## config.mk

```make
export PLATFORM = sky130hd
export DESIGN_NAME = alu_addsub_sequencer
export DESIGN_NICKNAME = d
export VERILOG_FILES = /design/src/rtl/alu_addsub_sequencer.sv
export SDC_FILE = /design/constraint.sdc
export NUM_CORES = 1
export LEC_CHECK = 0
export CAP_MARGIN = 20
export CORE_ASPECT_RATIO = 0.7
export CORE_MARGIN = 1
export CORE_UTILIZATION = 58
export CTS_BUF_LIST = sky130_fd_sc_hd__clkbuf_8
export DETAILED_ROUTE_END_ITERATION = 8
export HOLD_SLACK_MARGIN = 0.02
export PLACE_DENSITY = 0.83
export SYNTH_ARGS = -nofsm -noshare
export SYNTH_HDL_FRONTEND = slang
export SYNTH_SLANG_ARGS = --single-unit
```

## constraint.sdc

```tcl
create_clock -name clk -period 5.86 [get_ports clk]
set_input_delay 1.172 -clock clk [delete_from_list [all_inputs] [get_ports clk]]
set_output_delay 1.172 -clock clk [all_outputs]
set_load 0.02 [all_outputs]
```

## src/rtl/alu_addsub_sequencer.sv

```systemverilog
// -----------------------------------------------------------------------------
// alu_addsub_sequencer
//
// Purpose:
//   Multi-cycle controller that time-shares a single add/subtract adder across
//   the add/subtract family of ALU operations. One operation is in flight at a
//   time. Each operation makes one adder pass, except SBCS2, which makes two
//   (a - b, then that result - 1). The block owns the architectural NZCV flag
//   register. It returns each result over a valid/ready response port.
//
// Ports:
//   clk          rising-edge clock
//   rst          asynchronous, active-high reset
//   req_valid    request valid
//   req_ready    request accepted when req_valid && req_ready (high in IDLE only)
//   req_op       0 ADDS, 1 ADCS, 2 SUBS, 3 SBCS2, 4 RSBS, 5 NEGS, 6 CMP, 7 illegal
//   req_a        operand a
//   req_b        operand b
//   rsp_valid    response valid (held until rsp_ready)
//   rsp_ready    response consumed when rsp_valid && rsp_ready
//   rsp_result   result of the final adder pass (0 for an illegal opcode)
//   rsp_err      illegal opcode indication
//   flag_n/z/c/v registered NZCV flags, updated only by completing legal ops
//   ops_done     count of completed non-error responses, wraps to 0
// -----------------------------------------------------------------------------
module alu_addsub_sequencer #(
    parameter int WIDTH = 32,
    parameter int CNT_W = 16
) (
    input  logic             clk,
    input  logic             rst,
    input  logic             req_valid,
    output logic             req_ready,
    input  logic [2:0]       req_op,
    input  logic [WIDTH-1:0] req_a,
    input  logic [WIDTH-1:0] req_b,
    output logic             rsp_valid,
    input  logic             rsp_ready,
    output logic [WIDTH-1:0] rsp_result,
    output logic             rsp_err,
    output logic             flag_n,
    output logic             flag_z,
    output logic             flag_c,
    output logic             flag_v,
    output logic [CNT_W-1:0] ops_done
);

    typedef enum logic [1:0] {
        ST_IDLE  = 2'd0,
        ST_EXEC1 = 2'd1,
        ST_EXEC2 = 2'd2,
        ST_RESP  = 2'd3
    } state_t;

    localparam logic [2:0] OP_ADDS  = 3'd0;
    localparam logic [2:0] OP_ADCS  = 3'd1;
    localparam logic [2:0] OP_SUBS  = 3'd2;
    localparam logic [2:0] OP_SBCS2 = 3'd3;
    localparam logic [2:0] OP_RSBS  = 3'd4;
    localparam logic [2:0] OP_NEGS  = 3'd5;
    localparam logic [2:0] OP_CMP   = 3'd6;
    localparam logic [2:0] OP_ILL   = 3'd7;

    localparam logic [WIDTH-1:0] ZERO_W = {WIDTH{1'b0}};
    localparam logic [WIDTH-1:0] ONE_W  = {{(WIDTH-1){1'b0}}, 1'b1};
    localparam logic [CNT_W-1:0] CNT_ONE = {{(CNT_W-1){1'b0}}, 1'b1};

    // Signed overflow of x + y: both addends share a sign that the sum lacks.
    // For subtraction, y is already the inverted subtrahend, so the same rule holds.
    function automatic logic ovf_of(input logic x_msb, input logic y_msb, input logic s_msb);
        return (x_msb == y_msb) && (s_msb != x_msb);
    endfunction

    state_t           state_r;
    logic [2:0]       op_r;
    logic [WIDTH-1:0] a_r;
    logic [WIDTH-1:0] b_r;
    logic             c_in_r;
    logic [WIDTH-1:0] pass1_r;

    logic [WIDTH-1:0] add_x_s;
    logic [WIDTH-1:0] add_y_s;
    logic             add_cin_s;
    logic [WIDTH-1:0] add_sum_s;
    logic             add_cout_s;
    logic             add_v_s;
    logic             accept_s;
    logic             pass_done_s;
    logic             rsp_fire_s;

    assign req_ready   = (state_r == ST_IDLE);
    assign accept_s    = req_valid && (state_r == ST_IDLE);
    assign rsp_fire_s  = rsp_ready && (state_r == ST_RESP);

    // The final pass finishes in EXEC1 for single-pass ops, and in EXEC2 for SBCS2.
    assign pass_done_s = ((state_r == ST_EXEC1) && (op_r != OP_SBCS2)) ||
                         (state_r == ST_EXEC2);

    // Shared adder. Subtraction is x + ~y + 1, so the carry-out is NOT borrow.
    assign {add_cout_s, add_sum_s} = {1'b0, add_x_s} + {1'b0, add_y_s} +
                                     {{WIDTH{1'b0}}, add_cin_s};
    assign add_v_s = ovf_of(add_x_s[WIDTH-1], add_y_s[WIDTH-1], add_sum_s[WIDTH-1]);

    // Adder operand selection for the current pass
    always_comb begin
        add_x_s   = a_r;
        add_y_s   = b_r;
        add_cin_s = 1'b0;
        if (state_r == ST_EXEC2) begin
            // Second SBCS2 pass: (a - b) - 1
            add_x_s   = pass1_r;
            add_y_s   = ~ONE_W;
            add_cin_s = 1'b1;
        end else begin
            case (op_r)
                OP_ADDS: begin
                    add_x_s   = a_r;
                    add_y_s   = b_r;
                    add_cin_s = 1'b0;
                end
                OP_ADCS: begin
                    add_x_s   = a_r;
                    add_y_s   = b_r;
                    add_cin_s = c_in_r;
                end
                OP_SUBS, OP_SBCS2, OP_CMP: begin
                    add_x_s   = a_r;
                    add_y_s   = ~b_r;
                    add_cin_s = 1'b1;
                end
                OP_RSBS: begin
                    add_x_s   = b_r;
                    add_y_s   = ~a_r;
                    add_cin_s = 1'b1;
                end
                OP_NEGS: begin
                    add_x_s   = ZERO_W;
                    add_y_s   = ~a_r;
                    add_cin_s = 1'b1;
                end
                default: begin
                    add_x_s   = a_r;
                    add_y_s   = b_r;
                    add_cin_s = 1'b0;
                end
            endcase
        end
    end

    // Control FSM plus capture of the accepted request and the pass-1 sum
    always_ff @(posedge clk or posedge rst) begin
        if (rst) begin
            state_r <= ST_IDLE;
            op_r    <= 3'd0;
            a_r     <= ZERO_W;
            b_r     <= ZERO_W;
            c_in_r  <= 1'b0;
            pass1_r <= ZERO_W;
        end else begin
            case (state_r)
                ST_IDLE: begin
                    if (req_valid) begin
                        op_r   <= req_op;
                        a_r    <= req_a;
                        b_r    <= req_b;
                        // ADCS consumes the carry as it stood when the op was accepted
                        c_in_r <= flag_c;
                        if (req_op == OP_ILL) begin
                            state_r <= ST_RESP;
                        end else begin
                            state_r <= ST_EXEC1;
                        end
                    end
                end
                ST_EXEC1: begin
                    pass1_r <= add_sum_s;
                    if (op_r == OP_SBCS2) begin
                        state_r <= ST_EXEC2;
                    end else begin
                        state_r <= ST_RESP;
                    end
                end
                ST_EXEC2: begin
                    state_r <= ST_RESP;
                end
                ST_RESP: begin
                    if (rsp_ready) begin
                        state_r <= ST_IDLE;
                    end
                end
                default: begin
                    state_r <= ST_IDLE;
                end
            endcase
        end
    end

    // Response registers. Held stable in RESP until the handshake.
    always_ff @(posedge clk or posedge rst) begin
        if (rst) begin
            rsp_valid  <= 1'b0;
            rsp_result <= ZERO_W;
            rsp_err    <= 1'b0;
        end else if (accept_s && (req_op == OP_ILL)) begin
            rsp_valid  <= 1'b1;
            rsp_result <= ZERO_W;
            rsp_err    <= 1'b1;
        end else if (pass_done_s) begin
            rsp_valid  <= 1'b1;
            rsp_result <= add_sum_s;
            rsp_err    <= 1'b0;
        end else if (rsp_fire_s) begin
            rsp_valid  <= 1'b0;
        end
    end

    // NZCV flags. Written only when the final pass of a legal op completes.
    always_ff @(posedge clk or posedge rst) begin
        if (rst) begin
            flag_n <= 1'b0;
            flag_z <= 1'b0;
            flag_c <= 1'b0;
            flag_v <= 1'b0;
        end else if (pass_done_s) begin
            flag_n <= add_sum_s[WIDTH-1];
            flag_z <= (add_sum_s == ZERO_W);
            flag_c <= add_cout_s;
            flag_v <= add_v_s;
        end
    end

    // Completed-operation counter. Error responses are not counted.
    always_ff @(posedge clk or posedge rst) begin
        if (rst) begin
            ops_done <= {CNT_W{1'b0}};
        end else if (rsp_fire_s && !rsp_err) begin
            ops_done <= ops_done + CNT_ONE;
        end
    end

endmodule

```

* After elaboration in Yosys (flattened, before gate mapping)
Cells that the tools add are included.
** Storage, ports and cells
- Bits in registers :: 156
- Bits of input ports :: 71
- Output and inout port bits :: 55
- Word-level logic and storage cells :: 69
** Operators by class
- Add/subtract/negate cells :: 3
- Equal/unequal tests :: 15
- Multiplexer cells :: 18
- Bitwise gates (word level) :: 2
- Reduce and logical (&&, ||, !) cells :: 17
** Operators by type and width (number)
- $mux W32 :: 4
- $pmux W32 S2 :: 2
- $not A32 Y32 :: 2
- $add A32 B32 Y33 :: 1
- $add A33 B1 Y33 :: 1
- $logic_not A32 Y1 :: 1
- $add A16 B1 Y16 const B :: 1
- $eq A3 B3 Y1 const B :: 4
- $pmux W2 S4 :: 1
- $mux W1 :: 7
- $eq A3 B2 Y1 const B :: 2
- $logic_and A1 B1 Y1 :: 6
- $mux W2 :: 3
- $reduce_or A5 Y1 :: 1
- $eq A2 B2 Y1 const B :: 2
- $ne A2 B2 Y1 const B :: 2
- $reduce_and A2 Y1 :: 2
- $eq A3 B1 Y1 const B :: 1
- $ne A3 B2 Y1 const B :: 1
- $reduce_bool A3 Y1 :: 1
- $reduce_or A3 Y1 :: 1
- $eq A2 B1 Y1 const B :: 1
- $logic_not A2 Y1 :: 1
- $pmux W1 S2 :: 1
- other kinds (6) :: 6

* Logic depth before layout (Yosys ltp)
- Depth after elaboration :: 8
- Gate-level depth with buffers :: 20

* Worst setup path after synthesis
OpenSTA, ideal clock, no wires.
- Path kind :: flip-flop to flip-flop
- Start point :: register state_r[0]
- End point :: register flag_z
- Library setup time :: 66 ps
- Arrival :: 4153 ps
- Path slack :: 1641 ps
- Cell stages (with the launch flop) :: 19
- Period minus slack after synthesis :: 4219 ps
- Path through :: dfrtp_1 inv_1 ha_1 clkbuf_1 clkbuf_1 clkbuf_1 a21oi_1 fa_1 inv_1 fa_1 a21o_1 a221oi_2 o311a_2 o311a_4 o21ai_4 mux2_2 nor4_2 nand4_1 nand2_1
** On the way
- Longest elaborated chain between the ends :: 5
- Elaborated cells on any way between the ends :: 10
** RTL lines
- start, declared :: line 74 : state_t state_r;
- start signal, assigned :: line 153 : state_r <= ST_IDLE;
- start signal, assigned :: line 169 : state_r <= ST_RESP;
- start signal, assigned :: line 171 : state_r <= ST_EXEC1;
- $eq A2 B2 Y1 :: line 97, 109
- $mux W32 :: line 109 : if (state_r == ST_EXEC2) begin
- $add A32 B32 Y33 :: line 100 : assign {add_cout_s, add_sum_s} = {1'b0, add_x_s} + {1'b0, add_y_s} +
- $add A33 B1 Y33 :: line 100
- $logic_not A32 Y1 :: line 226 : flag_z <= (add_sum_s == ZERO_W);
- end signal, assigned :: line 226
- end, declared :: line 42 : output logic flag_z,
Several ways; a longest one is shown, not always the timed one.
A chain may end at the register's enable or synchronous reset.

* Worst setup path after layout
- Start point :: register op_r[1]
- End point :: register flag_z
** On the way
- Longest elaborated chain between the ends :: 7
- Elaborated cells on any way between the ends :: 21
** RTL lines
- start, declared :: line 75 : logic [2:0] op_r;
- start signal, assigned :: line 163 : op_r <= req_op;
- $eq A3 B2 Y1 or $eq A3 B3 Y1 (tied branches) :: line 115 : case (op_r)
- $reduce_or A3 Y1 or $reduce_or A2 Y1 (tied branches)
- $pmux W32 S2 :: line 115
- $mux W32 :: line 109
- $add A32 B32 Y33 :: line 100
- $add A33 B1 Y33 :: line 100
- $logic_not A32 Y1 :: line 226
Several ways; a longest one is shown, not always the timed one.

==> results.py <==
metrics = {
    "status": {
        "outcome": "completed",
    },
    "synthesis": {
        "synth_common_cells": "dfrtp_1 (156), nand2_1 (128), nor2_1 (103), mux2_2 (96), a21oi_1 (93)",
        "synth_area_um2": 9647,
        "synth_warnings": 0,
        "synth_flop_cell": "dfrtp_1",
        "synth_area_leader_cell": "dfrtp_1",
        "post-synth-top-count-cell": "dfrtp_1",
        "yosysUniqueCellTypes": 68,
        "yosys.area.top_type_share_pct": 40.47,
        "syn_area_per_cell_um2": 9.384,
        "ys_async_sr_fraction_pct": 100.0,
        "yosys-top-cells-area": "dfrtp_1 (40%), mux2_2 (11%), nand2_1 (5.0%)",
        "synth-edff-count": 0,
        "synth-seq-cells": 156,
        "synth.net_count": 1137,
        "syn_inst": 1028,
        "yosysSeqAreaShare_pct": 40.47,
    },
    "min_path": {
        "worstHoldPathType": "register to register",
        "hp-start": "ops_done[15]$_DFFE_PP0P_",
    },
    "place": {
        "io_buffers": 125,
        "dp_slack_ns": 1.252,
        "gp_congestion": 0.9635,
        "dpl_cell_area_um2": 11040,
        "dp_hpwl_um": 18110,
    },
    "cts": {
        "cts_tree": "built",
        "clock_latency_ns": 0.48,
        "postCtsHoldBufs": 0,
        "cts_sinks": 156,
        "path_clk_slew_ns": 0.09,
        "cts_resized": 0,
        "post-cts-setup-buffers": 0,
        "h-tree-depth": 4,
        "cts_root_buffer": "clkbuf_8",
        "cts_made_buffers": 17,
        "cts_buffer_depth": 2,
    },
    "sta": {
        "period_minus_slack_ns": 4.720,
        "max_freq_ghz": 0.2119,
        "worst_pin_slew_ns": 0.8560,
        "skew_ns": 0.01203,
        "rsz0062_at_grt": "no",
        "fin_crit_sh_pct": 80.55,
        "setup_slack_ns": 1.140,
        "slew_violations": 0,
        "finalHoldViolCount": 0,
        "slew_headroom_pct": 42.94,
        "setup_viol": 0,
        "setup_tns_ns": 0,
    },
    "routing": {
        "drt_iter0_markers": 647,
        "vias": 8292,
        "post_drt_via_cell_ratio": 6.115,
        "drc": 0,
        "ant_nets": 0,
        "drt_wl_total_um": 25170,
        "first_pass_iters": 6,
        "wl_per_cell_um": 18.56,
    },
    "global_routing": {
        "grt_pass1_vias": 7574,
        "grt_usage_pct": 30.10,
        "grt_pass1_wl_um": 39660,
        "antenna_found_initial": 0,
        "overflow": 0,
        "grt_max_degree": 79,
    },
    "setup_path": {
        "cp_slowest_cell": "buf_4",
        "cp-startpoint": "op_r[1]$_DFFE_PP0P_",
        "crit_required_ns": 6.23,
        "cp_top_family": "compound AO/OA/AOI/OAI gates",
        "crit_path_end_kind": "register",
        "critPathBufInv": 3,
        "cp-start-kind": "register",
        "cp.arrival_ns": 5.09,
        "r2r_start": "op_r[1]$_DFFE_PP0P_",
        "worstPathMaxFanout": 49,
        "worstPathCellList": "inv_1 > nand2_2 > buf_4 > buf_4 > nor2_1 > a2111o_1 > ha_1 > nand4_1 > or2_2 > o221ai_1 > a2111oi_2 > o32ai_1 > xor2_1 > nor4_2 > nand4_1 > nand2_1",
        "worstSetupPathType": "register to register",
        "slowest_delay_ns": 0.48,
    },
    "die": {
        "dieWidth_um": 156.1,
        "die_y_um": 109.9,
        "io_pins": 126,
        "die-area_um2": 17160,
        "row_count": 39,
        "initial_core_util_pct": 59.19,
        "core_um2": 16300,
    },
    "cells_and_area": {
        "drive_gt1_share_pct": 14.32,
        "diodes": 0,
        "fin_nets": 1227,
        "syn_to_final_growth_pct": 19.27,
        "finalInstanceArea_um2": 11510,
    },
    "flow_run": {
        "cap_violations": 0,
    },
}
==> area by class of cell <==
cell class	count	area (um^2)
Clock buffer	17	234.0
Clock inverter	15	229.0
Fill cell	1270	4792
Inverter	12	50.05
Multi-Input combinational cell	790	5436
Sequential cell	156	3904
Tap cell	225	281.5
Timing Repair Buffer	141	1371
==> cell usage in the layout, fill, tap and decap left out, types with 5 or more instances in the layout <==
cell type        count
inv_1               11
nand4_1             17
and3_1               9
a31oi_1              5
xor2_1              14
xnor2_1             25
mux2_2              96
a211oi_1            18
buf_4               16
nand3_1             11
nand2b_1             6
a2111o_1            31
a21o_1              17
o21ai_0             52
clkbuf_8            17
dfrtp_1            156
clkdlybuf4s50_1    125
nor3b_1             33
nor2_1             103
and2_1               5
nand2_1            126
nor3_1              14
a21oi_1             92
ha_1                35
o21bai_1             5
==> per-layer routing <==
layer / share of wire [%] / vias to the layer above / track usage, %
met5: 0 / - / 0
met2: 43 / 350 / 44.90
li1: - / 3908 / -
met4: 2.2 / 0 / 9.524
met3: 7.8 / 49 / 6.780
met1: 47 / 3985 / 43.40
==> worst paths after layout <==
check	to	depth (start not counted)	slack (ns)
max in group asynchronous	pass1_r[10]$_DFFE_PP0N_	3	3.62
setup / recovery	flag_z$_DFFE_PP0P_	16	1.14
min in group asynchronous	a_r[25]$_DFFE_PP0P_	2	1.18
hold / removal	ops_done[15]$_DFFE_PP0P_	1	0.49
hold reg to reg	ops_done[15]$_DFFE_PP0P_	1	0.49
setup reg to reg	flag_z$_DFFE_PP0P_	16	1.14
==> kinds of logic (layout without fill, tap and decap cells) <==
group	Yosys count	in the layout	synth area share, %
adder cells (fa/ha/maj)	38	38	5.084
AND/OR/NAND/NOR	349	349	17.15
AO/OA/AOI/OAI	268	268	19.26
buffers and inverters	82	185	3.294
XOR/XNOR	39	39	3.541
multiplexers	96	96	11.21
flip-flops	156	156	40.47
==> state kept, by name, summed over array words and instances, names as in the netlist <==
| register | flops |
|---|---|
| b_r | 32 |
| c_in_r | 1 |
| ops_done | 16 |
| rsp_err | 1 |
| rsp_valid | 1 |
| flag_c | 1 |
| rsp_result | 32 |
| op_r | 3 |
| pass1_r | 32 |
| state_r | 2 |
| flag_n | 1 |
| a_r | 32 |
| flag_z | 1 |
| flag_v | 1 |
==> metrics by stage <==
step	hold slack, ns	utilization, %	std cells
after floorplan	0.4803	-	1028
after global placement	0.4587	67.76	1324
after detailed placement	0.4654	67.76	1324
after CTS	0.4905	70.60	1356
after global routing	0.5148	70.60	1356
final	0.4866	70.60	1356
==> worst reg2reg max path, stage by stage (launching register included) <==
cell and delay, ns:
dfrtp_1 0.44, inv_1 0.09, nand2_2 0.26, buf_4 0.48
buf_4 0.39, nor2_1 0.07, a2111o_1 0.41, ha_1 0.46
nand4_1 0.18, or2_2 0.34, o221ai_1 0.27, a2111oi_2 0.12
o32ai_1 0.47, xor2_1 0.39, nor4_2 0.09, nand4_1 0.11
nand2_1 0.06
Power is not shown: default switching activity piles up to over one toggle a cycle in this logic, so the estimate is an artifact.
==> RTL change 1, RTL diff (same flow settings) <==
Change the parameter `WIDTH` from 32 to 16.
--- a/src/rtl/alu_addsub_sequencer.sv
+++ b/src/rtl/alu_addsub_sequencer.sv
@@ -26,3 +26,3 @@
 module alu_addsub_sequencer #(
-    parameter int WIDTH = 32,
+    parameter int WIDTH = 16,
     parameter int CNT_W = 16
Ports: changed (resized req_a, req_b and rsp_result); port bits go from 126 to 78. No check against the original RTL was run, so the function may have changed too.
==> RTL change 1 against the original RTL <==
Setup slack improved by 58 ps. Synthesized area decreased by 44%. Sequential cell count is 64 lower. Cell area fell by 44%. Synthesized cell count is 46% lower. Wire length down 48%. Final cell count down 45%. Critical endpoint unchanged. Largest cell class unchanged.
Power is left out: the tool's default activity adds up to more than one toggle a clock period on the data nets, which glitch-free logic cannot reach.
==> RTL change 1: results <==
group,metric,value,unit
outcome,status,"finished clean",
detailed_routing,vias_per_cell,5.93,
detailed_routing,drt_first_pass_iters,5,
logic_synthesis,yosysWarnings,0,
placed_design,io_buffer_count,77,
cells_and_area,drive_gt1_share,12.9,%
global_routing,grt_usage,27.8,%
worst_setup_path,startpoint,"op_r[0]",
global_routing,grt_pass1_wl,20.9,mm
worst_setup_path,cp_slowest_cell,"dfrtp_1",
clock_tree,htree_levels,3,
logic_synthesis,syn_inst,551,
cells_and_area,nFillCells,706,
timing,tightestPinTransition,1020,ps
detailed_routing,routed_wl,13.0,mm
logic_synthesis,synth_commonest_cells,"dfrtp_1, nand2_1, nor2_1",
worst_setup_path,max_stage_delay,830,ps
timing,worst_clock_skew,6.41,ps
clock_tree,clock_latency,370,ps
logic_synthesis,synth_area_leaders,"dfrtp_1, mux2_2, ha_1",
detailed_routing,routedWlPerCell,17.5,um
logic_synthesis,ys_types,65,
detailed_routing,initialDrtViolationCount,407,
cells_and_area,nets,675,
global_routing,grt_start_max_net_pins,49,
placed_design,place_inst,727,
worst_setup_path,worstPathMaxFanout,21,
placed_design,dp_hpwl,9.62,mm
logic_synthesis,yosysSeqAreaShare,42.7,%
RTL change 1: cell families (layout without fill, tap and decap cells):
kind of cell | count (synthesis) | after routing | share of synthesized area, %
AND/OR/NAND/NOR | 185 | 185 | 16.9
AO/OA/AOI/OAI | 131 | 131 | 17.2
flip-flops | 92 | 92 | 42.7
multiplexers | 52 | 52 | 10.8
buffers and inverters | 45 | 113 | 3.22
XOR/XNOR | 24 | 24 | 3.89
adder cells (fa/ha/maj) | 22 | 22 | 5.38
RTL change 1: cell type report:
| cell class | count | area [um2] | area share (%) |
|---|---|---|---|
| Multi-Input combinational cell | 414 | 2920 | 45.5 |
| Sequential cell | 92 | 2300 | 35.8 |
| Tap cell | 124 | 155 | 2.42 |
| Timing Repair Buffer | 82 | 808 | 12.6 |
| Clock inverter | 7 | 53.8 | 0.838 |
| Clock buffer | 9 | 124 | 1.93 |
| Inverter | 15 | 57.6 | 0.896 |
RTL change 1: worst paths after layout:
path	slack [ps]	endpoint	cells after the start
worst max-delay path	1200	flag_z	15
worst min-delay path	490	ops_done[15]	1
worst max register to register	1200	flag_z	15
worst min register to register	490	ops_done[15]	1
max in group asynchronous	3540	a_r[11]	3
min in group asynchronous	1250	ops_done[1]	2
RTL change 1: metal layers:
layer  routed length [um]  track usage, %
met5                    0               0
met1                 6280            38.5
met3                  652            6.46
met4                  155            6.49
met2                 5940            44.7
RTL change 1: through the flow:
| step | worst slack (ps) | cell area (um2) |
|---|---|---|
| floorplan | 2090 | 5400 |
| global placement | 1530 | 6240 |
| detailed placement | 1350 | 6240 |
| CTS | 1290 | 6420 |
| global route | 874 | 6420 |
| finish | 1200 | 6420 |
==> RTL change 2, RTL diff (same flow settings) <==
Made on the original files. Put one more register stage on the output `flag_c`, with the module's reset. The value now appears one clock later. The other outputs are not delayed to match.
--- a/src/rtl/alu_addsub_sequencer.sv
+++ b/src/rtl/alu_addsub_sequencer.sv
@@ -67,2 +67,4 @@
 
+    logic flag_c_s0;
+
     // Signed overflow of x + y: both addends share a sign that the sum lacks.
@@ -166,3 +168,3 @@
                         // ADCS consumes the carry as it stood when the op was accepted
-                        c_in_r <= flag_c;
+                        c_in_r <= flag_c_s0;
                         if (req_op == OP_ILL) begin
@@ -221,3 +223,3 @@
             flag_z <= 1'b0;
-            flag_c <= 1'b0;
+            flag_c_s0 <= 1'b0;
             flag_v <= 1'b0;
@@ -226,3 +228,3 @@
             flag_z <= (add_sum_s == ZERO_W);
-            flag_c <= add_cout_s;
+            flag_c_s0 <= add_cout_s;
             flag_v <= add_v_s;
@@ -240,2 +242,10 @@
 
+    always_ff @(posedge clk or posedge rst) begin
+        if (rst) begin
+            flag_c <= '0;
+        end else begin
+            flag_c <= flag_c_s0;
+        end
+    end
+
 endmodule
Check against the original RTL: not equivalent (a bounded check fails within 4 cycles, from zero or initial values and one cycle with rst high).
==> RTL change 2 against the original RTL <==
Sequential cell count rose by 1. Setup slack improved by 72 ps. Synthesized area rose by 0.26%. Final cell count barely moved. Die area rose by 0.26%. Synthesized cell count barely moved. Cell area barely moved. Wire length rose by 1.0%. Highest routed layer unchanged.
Power is not shown: default switching activity piles up to over one toggle a cycle in this logic, so the estimate is an artifact.
==> RTL change 2: results <==
group,metric,value,unit
detailed_routing,initialDrtViolationCount,745,
logic_synthesis,ys_async_sr_fraction,100,%
global_routing,grt_usage,30.9,%
clock_tree,clk_pin_slew_worst_paths,90,ps
detailed_routing,drt_first_pass_iters,6,
worst_hold_path,hold_path_class,"register to register",
timing,setup_viol,0,
timing,tightestPinTransition,903,ps
cells_and_area,nFillCells,1266,
logic_synthesis,ys_types,68,
worst_setup_path,max_stage_delay,770,ps
cells_and_area,drive_gt1_share,14.1,%
placed_design,io_buffer_count,125,
clock_tree,cts_buffers,17,
logic_synthesis,syn_nets,1138,
detailed_routing,routed_wl,25.4,mm
timing,finalMaxSlewViolations,0,
worst_setup_path,crit_family,"compound AO/OA/AOI/OAI gates",
global_routing,antenna_found_initial,1,
cells_and_area,nets,1225,
clock_tree,post_cts_buffers,0,
outcome,status,"finished clean",
logic_synthesis,synth_commonest_cells,"dfrtp_1, nand2_1, nor2_1",
placed_design,gp_congestion,1.00,
global_routing,grt_pass1_vias,7767,
logic_synthesis,yosysSeqAreaShare,40.6,%
placed_design,dp_hpwl,18.4,mm
detailed_routing,route.detailed.drc,0,
clock_tree,clock_latency,470,ps
logic_synthesis,synth_area_leaders,"dfrtp_1, mux2_2, nand2_1",
logic_synthesis,yosysWarnings,0,
global_routing,grt_pass1_wl,40.9,mm
clock_tree,cts_resized,0,
clock_tree,clk_path_buf_depth,2,
worst_setup_path,worstPathMaxFanout,47,
clock_tree,htree_levels,4,
clock_tree,root_buffer,"clkbuf_8",
timing,worst_clock_skew,18.7,ps
global_routing,grt_start_max_net_pins,79,
placed_design,post-place-ws,1300,ps
worst_setup_path,cp_data_arrival_time,4990,ps
detailed_routing,vias,8362,
worst_setup_path,cp_slowest_cell,"ha_2",
==> RTL change 2: changes by cell type after synthesis <==
cell,delta
dfrtp_1,+1
==> RTL change 2: cell type report <==
class | instances | area share [%]
clock inverters | 15 | 1.76
flip-flops and latches | 157 | 34.2
diodes | 1 | 0.0218
inverters | 12 | 0.435
well taps | 225 | 2.45
repair buffers | 138 | 11.8
multi-input cells | 790 | 47.3
clock buffers | 17 | 2.04
==> RTL change 2: kinds of logic after synthesis <==
kind of cell,after synthesis,synth area share (%)
and+or+nand+nor,349,17.1
DFF,157,40.6
AOI/OAI and AO/OA,268,19.2
xor gates and xnor gates,39,3.53
buffers and inverters,82,3.29
muxes,96,11.2
adders and majority gates,38,5.07
==> RTL change 2: final timing paths <==
path	from	endpoint	slack, ps	depth (start not counted)
max in group asynchronous	rst	a_r[8]	3600	3
setup reg to reg	state_r[0]	flag_c_s0	1210	15
setup / recovery	state_r[0]	flag_c_s0	1210	15
hold / removal	flag_c_s0	flag_c	430	0
min in group asynchronous	rst	a_r[25]	1190	2
hold reg to reg	flag_c_s0	flag_c	430	0
==> RTL change 2: stage by stage <==
step / util (%) / instances / area (um2)
2_1_floorplan: - / 1029 / 9670
3_3_place_gp: 67.8 / 1322 / 11100
3_5_place_dp: 67.8 / 1322 / 11100
4_1_cts: 70.5 / 1354 / 11500
5_1_grt: 70.5 / 1354 / 11500
6_report: 70.5 / 1355 / 11500
==> RTL change 2: per-layer routing <==
| metal | GRT usage, % | wire (um) | share of wire, % | vias up |
|---|---|---|---|---|
| met1 | 45.7 | 11900 | 47 | 4032 |
| met5 | 0 | 0 | 0 | - |
| met2 | 45.4 | 10800 | 43 | 392 |
| met4 | 6.93 | 326 | 1.3 | 0 |
| li1 | - | - | - | 3909 |
| met3 | 7.62 | 2320 | 9.1 | 29 |
